===== src/rtl/sb_tx_msg_arbiter_if.sv =====
// sb_tx_msg_arbiter_if: encoder request/capture and serializer handshake bundle for the sideband TX arbiter
interface sb_tx_msg_arbiter_if;
  logic        i_ltsm_req;
  logic [63:0] i_ltsm_header;
  logic        i_ltsm_has_data;
  logic [63:0] i_ltsm_data;
  logic        o_ltsm_ack;
  logic        i_rdi_req;
  logic [63:0] i_rdi_header;
  logic        o_rdi_ack;
  logic        o_ser_valid;
  logic [63:0] o_ser_data;
  logic        i_ser_ready;
  logic        o_busy;
  modport master (
    input  i_ltsm_req, i_ltsm_header, i_ltsm_has_data, i_ltsm_data, i_rdi_req, i_rdi_header, i_ser_ready,
    output o_ltsm_ack, o_rdi_ack, o_ser_valid, o_ser_data, o_busy
  );
  modport slave (
    output i_ltsm_req, i_ltsm_header, i_ltsm_has_data, i_ltsm_data, i_rdi_req, i_rdi_header, i_ser_ready,
    input  o_ltsm_ack, o_rdi_ack, o_ser_valid, o_ser_data, o_busy
  );
endinterface


===== src/rtl/sb_tx_msg_arbiter.sv =====
// sb_tx_msg_arbiter: round-robin share of the sideband serializer between LTSM and RDI encoders
module sb_tx_msg_arbiter #(
  parameter int GAP_CYCLES = 32
) (
  input logic               i_clk,
  input logic               i_rst_n,
  sb_tx_msg_arbiter_if.master bus
);
  localparam int CW = GAP_CYCLES > 0 ? $clog2(GAP_CYCLES + 1) : 1;
  localparam logic [CW-1:0] GAP_LOAD = CW'(GAP_CYCLES > 0 ? GAP_CYCLES - 1 : 0);
  typedef enum logic [1:0] {IDLE, HDR, DATA, GAP} state_t;
  localparam state_t AFTER = GAP_CYCLES == 0 ? IDLE : GAP;
  state_t        state_q, state_d;
  logic [63:0]   hdr_q, hdr_d, dat_q, dat_d, ser_data_q, ser_data_d;
  logic [CW-1:0] cnt_q, cnt_d;
  logic          has_q, has_d, rr_last_q, rr_last_d;
  logic          ltsm_ack_q, ltsm_ack_d, rdi_ack_q, rdi_ack_d;
  logic          ser_valid_q, ser_valid_d, busy_q, busy_d;
  logic          pick_ltsm;
  // rr_last_q=1 means RDI was granted last, so LTSM wins a tie
  assign pick_ltsm = bus.i_ltsm_req & (~bus.i_rdi_req | rr_last_q);
  always_comb begin
    state_d    = state_q;
    hdr_d      = hdr_q;
    dat_d      = dat_q;
    has_d      = has_q;
    rr_last_d  = rr_last_q;
    cnt_d      = cnt_q;
    ltsm_ack_d = 1'b0;
    rdi_ack_d  = 1'b0;
    case (state_q)
      IDLE: if (bus.i_ltsm_req | bus.i_rdi_req) begin
        state_d    = HDR;
        ltsm_ack_d = pick_ltsm;
        rdi_ack_d  = ~pick_ltsm;
        rr_last_d  = ~pick_ltsm;
        hdr_d      = pick_ltsm ? bus.i_ltsm_header : bus.i_rdi_header;
        has_d      = pick_ltsm & bus.i_ltsm_has_data;
        dat_d      = pick_ltsm ? bus.i_ltsm_data : '0;
      end
      HDR: if (bus.i_ser_ready) begin
        state_d = has_q ? DATA : AFTER;
        cnt_d   = has_q ? cnt_q : GAP_LOAD;
      end
      DATA: if (bus.i_ser_ready) begin
        state_d = AFTER;
        cnt_d   = GAP_LOAD;
      end
      default: begin
        state_d = cnt_q == '0 ? IDLE : GAP;
        cnt_d   = cnt_q == '0 ? '0 : cnt_q - CW'(1);
      end
    endcase
    ser_valid_d = state_d == HDR || state_d == DATA;
    ser_data_d  = state_d == HDR ? hdr_d : state_d == DATA ? dat_d : '0;
    busy_d      = state_d != IDLE;
  end
  always_ff @(posedge i_clk or negedge i_rst_n) begin
    if (!i_rst_n) begin
      state_q     <= IDLE;
      hdr_q       <= '0;
      dat_q       <= '0;
      has_q       <= 1'b0;
      rr_last_q   <= 1'b1;
      cnt_q       <= '0;
      ltsm_ack_q  <= 1'b0;
      rdi_ack_q   <= 1'b0;
      ser_valid_q <= 1'b0;
      ser_data_q  <= '0;
      busy_q      <= 1'b0;
    end else begin
      state_q     <= state_d;
      hdr_q       <= hdr_d;
      dat_q       <= dat_d;
      has_q       <= has_d;
      rr_last_q   <= rr_last_d;
      cnt_q       <= cnt_d;
      ltsm_ack_q  <= ltsm_ack_d;
      rdi_ack_q   <= rdi_ack_d;
      ser_valid_q <= ser_valid_d;
      ser_data_q  <= ser_data_d;
      busy_q      <= busy_d;
    end
  end
  assign bus.o_ltsm_ack  = ltsm_ack_q;
  assign bus.o_rdi_ack   = rdi_ack_q;
  assign bus.o_ser_valid = ser_valid_q;
  assign bus.o_ser_data  = ser_data_q;
  assign bus.o_busy      = busy_q;
endmodule


===== src/flat_wrapper.sv =====
// flat-port wrapper written by rule: the top's interface ports become plain ports
module sb_tx_msg_arbiter_flat 
#(
  parameter int GAP_CYCLES = 32
)
  (i_clk, i_rst_n, bus_i_ltsm_req, bus_i_ltsm_header, bus_i_ltsm_has_data, bus_i_ltsm_data, bus_i_rdi_req, bus_i_rdi_header, bus_i_ser_ready, bus_o_ltsm_ack, bus_o_rdi_ack, bus_o_ser_valid, bus_o_ser_data, bus_o_busy);
  sb_tx_msg_arbiter_if bus_i ();
  input logic i_clk;
  input logic i_rst_n;
  input wire logic [$bits(bus_i.i_ltsm_req)-1:0] bus_i_ltsm_req;
  input wire logic [$bits(bus_i.i_ltsm_header)-1:0] bus_i_ltsm_header;
  input wire logic [$bits(bus_i.i_ltsm_has_data)-1:0] bus_i_ltsm_has_data;
  input wire logic [$bits(bus_i.i_ltsm_data)-1:0] bus_i_ltsm_data;
  input wire logic [$bits(bus_i.i_rdi_req)-1:0] bus_i_rdi_req;
  input wire logic [$bits(bus_i.i_rdi_header)-1:0] bus_i_rdi_header;
  input wire logic [$bits(bus_i.i_ser_ready)-1:0] bus_i_ser_ready;
  output wire logic [$bits(bus_i.o_ltsm_ack)-1:0] bus_o_ltsm_ack;
  output wire logic [$bits(bus_i.o_rdi_ack)-1:0] bus_o_rdi_ack;
  output wire logic [$bits(bus_i.o_ser_valid)-1:0] bus_o_ser_valid;
  output wire logic [$bits(bus_i.o_ser_data)-1:0] bus_o_ser_data;
  output wire logic [$bits(bus_i.o_busy)-1:0] bus_o_busy;
  assign bus_i.i_ltsm_req = bus_i_ltsm_req;
  assign bus_i.i_ltsm_header = bus_i_ltsm_header;
  assign bus_i.i_ltsm_has_data = bus_i_ltsm_has_data;
  assign bus_i.i_ltsm_data = bus_i_ltsm_data;
  assign bus_i.i_rdi_req = bus_i_rdi_req;
  assign bus_i.i_rdi_header = bus_i_rdi_header;
  assign bus_i.i_ser_ready = bus_i_ser_ready;
  assign bus_o_ltsm_ack = bus_i.o_ltsm_ack;
  assign bus_o_rdi_ack = bus_i.o_rdi_ack;
  assign bus_o_ser_valid = bus_i.o_ser_valid;
  assign bus_o_ser_data = bus_i.o_ser_data;
  assign bus_o_busy = bus_i.o_busy;
  sb_tx_msg_arbiter #(.GAP_CYCLES(GAP_CYCLES)) u_core (.i_clk(i_clk), .i_rst_n(i_rst_n), .bus(bus_i));
endmodule

===== config.mk =====
export PLATFORM = sky130hd
export DESIGN_NAME = sb_tx_msg_arbiter_flat
export DESIGN_NICKNAME = d
export VERILOG_FILES = /design/src/rtl/sb_tx_msg_arbiter_if.sv /design/src/rtl/sb_tx_msg_arbiter.sv /design/src/flat_wrapper.sv
export SDC_FILE = /design/constraint.sdc
export NUM_CORES = 1
export LEC_CHECK = 0
export ABC_AREA = 1
export ABC_CLOCK_PERIOD_IN_PS = 3950
export CORE_ASPECT_RATIO = 0.9
export CORE_MARGIN = 2
export CORE_UTILIZATION = 40
export CTS_CLUSTER_DIAMETER = 50
export DETAILED_ROUTE_END_ITERATION = 7
export PLACE_DENSITY = 0.7
export SLEW_MARGIN = 20
export SYNTH_ARGS = -nofsm -noshare
export SYNTH_HDL_FRONTEND = slang
export SYNTH_SLANG_ARGS = --single-unit

===== constraint.sdc =====
create_clock -name i_clk -period 3.95 [get_ports i_clk]
set_input_delay 1.185 -clock i_clk [delete_from_list [all_inputs] [get_ports i_clk]]
set_output_delay 1.185 -clock i_clk [all_outputs]
set_load 0.1 [all_outputs]

==> impl_metrics.json <==
{
  "via_count": 7787,
  "syn_inst": 1017,
  "stdcell_count": 1563,
  "grtUsageMet1_pct": 29.4,
  "leakage_nw": 6.11,
  "power_density_mw_per_mm2": 810,
  "dp_cells": 1520,
  "period_minus_slack_ns": 3.18,
  "synth_nets": 1224,
  "worstSetupEndpointType": "output pin",
  "crit_fanout": 1,
  "port_buffers": 265,
  "cts_resized": 0,
  "cts_setup_buffers": 0,
  "max_stage_delay_ns": 1.15,
  "ctsHoldBuffers": 0,
  "synth_fa_ha_area_share_pct": 1.26,
  "grt_pass1_wl_um": 41000,
  "routedWlPerCell_um": 16.1,
  "grt_antenna_before_repair": 0,
  "synth-seq-cells": 206,
  "cp_top_family": "buffers and inverters",
  "fin_crit_sh_pct": 80.6,
  "hpwlAfterDp_um": 16500,
  "netlist_area_mm2": 0.00892,
  "maxCapViolCount": 0,
  "die_h_um": 146,
  "fin_skew_ns": 0.0128,
  "first_pass_iters": 5,
  "tightestPinTransition_ns": 1.02,
  "synth_edf_count": 0,
  "start_util_pct": 41.0,
  "grt-ovfl-total": 0,
  "cts_root_buf": "clkbuf_16",
  "cts.sinks": 206,
  "htree_levels": 1,
  "rows": 51,
  "drt_iter0_drc": 459,
  "grt_max_degree": 83,
  "synth_ff_type": "dfrtp_1",
  "max_freq_mhz": 314,
  "ys_types": 25,
  "grt_pass1_vias": 7830,
  "slew_headroom_pct": 32.1,
  "hold_path_class": "flip-flop to flip-flop",
  "drtAntennaViolNets": 0,
  "synthXorXnorAreaFrac_pct": 0,
  "peakVddDrop_mv": 0.404,
  "cts_buffer_depth": 3,
  "grtUsageTotal_pct": 21.5,
  "num_antenna_cells": 0,
  "fillerInstances": 1906,
  "met3_usage_pct": 4.99,
  "yosysSeqAreaShare_pct": 57.8,
  "cts_made_buffers": 24,
  "setup_viol_count_final": 0,
  "clk_latency_ns": 0.50,
  "path_cells": "clkdlybuf4s50_1",
  "slowest_stage": "clkdlybuf4s50_1",
  "outcome": "complete, no violations",
  "hold_viol_final": 0,
  "die_w_um": 161,
  "slew_viol_final": 0,
  "finish.utilization_pct": 57.3,
  "use_met2_pct": 34.9,
  "fin_setup_tns_ns": 0,
  "synth_top_family_by_area": "simple AND/OR/NAND/NOR gates",
  "crit_type": "flip-flop to output pin",
  "synthArstFlopShare_pct": 100,
  "setup_ws_ns": 0.766,
  "routed_wl_um": 25100,
  "vias_per_cell": 4.98,
  "area_delta_synth_final_pct": 39.7,
  "required_ns": 2.76,
  "avgSynthCellArea_um2": 8.77,
  "drive_gt1_share_pct": 10.6,
  "drcViolationCount": 0,
  "clk_pin_slew_ns": 0.05,
  "worstPathArrival_ns": 2.00,
  "yosysWarnings": 0,
  "synth-simple-area-share_pct": 34.7,
  "dieArea_mm2": 0.0235,
  "synth-compound-area-share_pct": 0.729,
  "rsz0062_at_grt": "no",
  "io_pins": 266,
  "cts_tree": "built",
  "crit_buf_inv": 1,
  "core_area_mm2": 0.0218,
  "synthMuxAreaShare_pct": 0,
  "grt_most_used_layer": "met2",
  "place.gp.congestion": 0.794,
  "nets": 1462,
  "cp-start-kind": "flip-flop",
  "dp_worst_setup_slack_ns": 0.719
}
-- cells in the final DEF, fill, tap and decap left out, drive strengths merged --
cell type,instances
dfrtp,205
clkbuf,34
ha,9
a21oi,8
buf,33
clkinv,8
or2,1
o21ai,1
inv,26
a22o,1
nand2,479
dfstp,1
clkdlybuf4s50,248
a21boi,1
nand4,65
nand3,139
nor2,13
-- power by group --
group | internal, mW | total, mW | switching [mW]
logic | 1.33 | 4.88 | 3.55
registers | 2.91 | 3.14 | 0.232
clock network | 1.22 | 2.07 | 0.850
total | 5.46 | 10.1 | 4.63
-- worst register-to-register path, cell delays in order, from the launching register on --
cell	delay, ns
dfrtp_1	0.43
inv_1	0.19
ha_4	0.64
nand3_1	0.17
nand2_1	0.09
nand2_1	0.05
nand2_1	0.09
inv_1	0.08
ha_2	0.24
nor2_4	0.15
buf_12	0.26
nand2_1	0.15
nand2_1	0.08
-- state kept, by name, summed over array words and instances (netlist names) --
signal,flops
u_core.bus.o_ser_data,64
u_core.dat_q,64
u_core.hdr_q,64
u_core.cnt_q,6
u_core.state_q,2
u_core.bus.o_busy,1
u_core.bus.o_ltsm_ack,1
u_core.bus.o_rdi_ack,1
u_core.bus.o_ser_valid,1
u_core.has_q,1
u_core.rr_last_q,1
-- synthesized netlist by cell type (2+ instances only) --
cell	n	area share, %
nand2_2	51	3.6
buf_2	40	2.2
inv_1	21	0.88
buf_4	10	0.84
buf_6	2	0.25
nand3_1	139	7.8
dfrtp_1	205	58
nand4_1	65	4.6
buf_8	2	0.34
inv_2	3	0.13
clkbuf_1	12	0.50
nand2_1	428	18
buf_1	3	0.13
ha_1	9	1.3
nor2_1	11	0.46
a21oi_1	7	0.39
-- per-layer routing --
metal | vias to the layer above | routed length, um
li1 | 3769 | -
met3 | 46 | 1620
met2 | 245 | 11600
met4 | 0 | 594
met1 | 3727 | 11200
met5 | - | 0
-- cell type report --
cell class	instances	area (um^2)	area share, %
clock inverters	10	65.1	0.522
well taps	291	364	2.92
clock buffers	33	686	5.50
inverters	24	90.1	0.723
flip-flops and latches	206	5160	41.4
multi-input cells	717	3310	26.5
repair buffers	282	2790	22.4
-- per-stage QoR --
| step | instance area [um^2] | power [mW] | hold WS (ns) |
|---|---|---|---|
| floorplan | 8920 | 6.70 | 0.445 |
| global placement | 11700 | 7.99 | 0.457 |
| detailed placement | 11700 | 8.08 | 0.461 |
| CTS | 12500 | 10.2 | 0.475 |
| global route | 12500 | 10.8 | 0.495 |
| finish | 12500 | 10.1 | 0.474 |
-- path summary, 6_finish.rpt --
kind | start | endpoint | slack (ns) | cells past startpoint
worst max-delay path | u_core.bus.o_ser_data[8]$_DFF_PN0_ | bus_o_ser_data[8] | 0.77 | 1
min in group asynchronous | i_rst_n | u_core.hdr_q[52]$_DFF_PN0_ | 0.66 | 1
worst min-delay path | u_core.dat_q[42]$_DFF_PN0_ | u_core.dat_q[42]$_DFF_PN0_ | 0.47 | 2
worst min register to register | u_core.dat_q[42]$_DFF_PN0_ | u_core.dat_q[42]$_DFF_PN0_ | 0.47 | 2
worst max register to register | u_core.state_q[0]$_DFF_PN0_ | u_core.bus.o_ser_data[63]$_DFF_PN0_ | 1.26 | 12
max in group asynchronous | i_rst_n | u_core.rr_last_q$_DFFE_PN1P_ | 2.38 | 2
-- logic make-up after synthesis --
group	count (synthesis)
AO/OA/AOI/OAI	11
adder cells (fa/ha/maj)	9
buffers and inverters	94
flip-flops	206
AND/OR/NAND/NOR	697
Power figures use the tool's default switching activity.
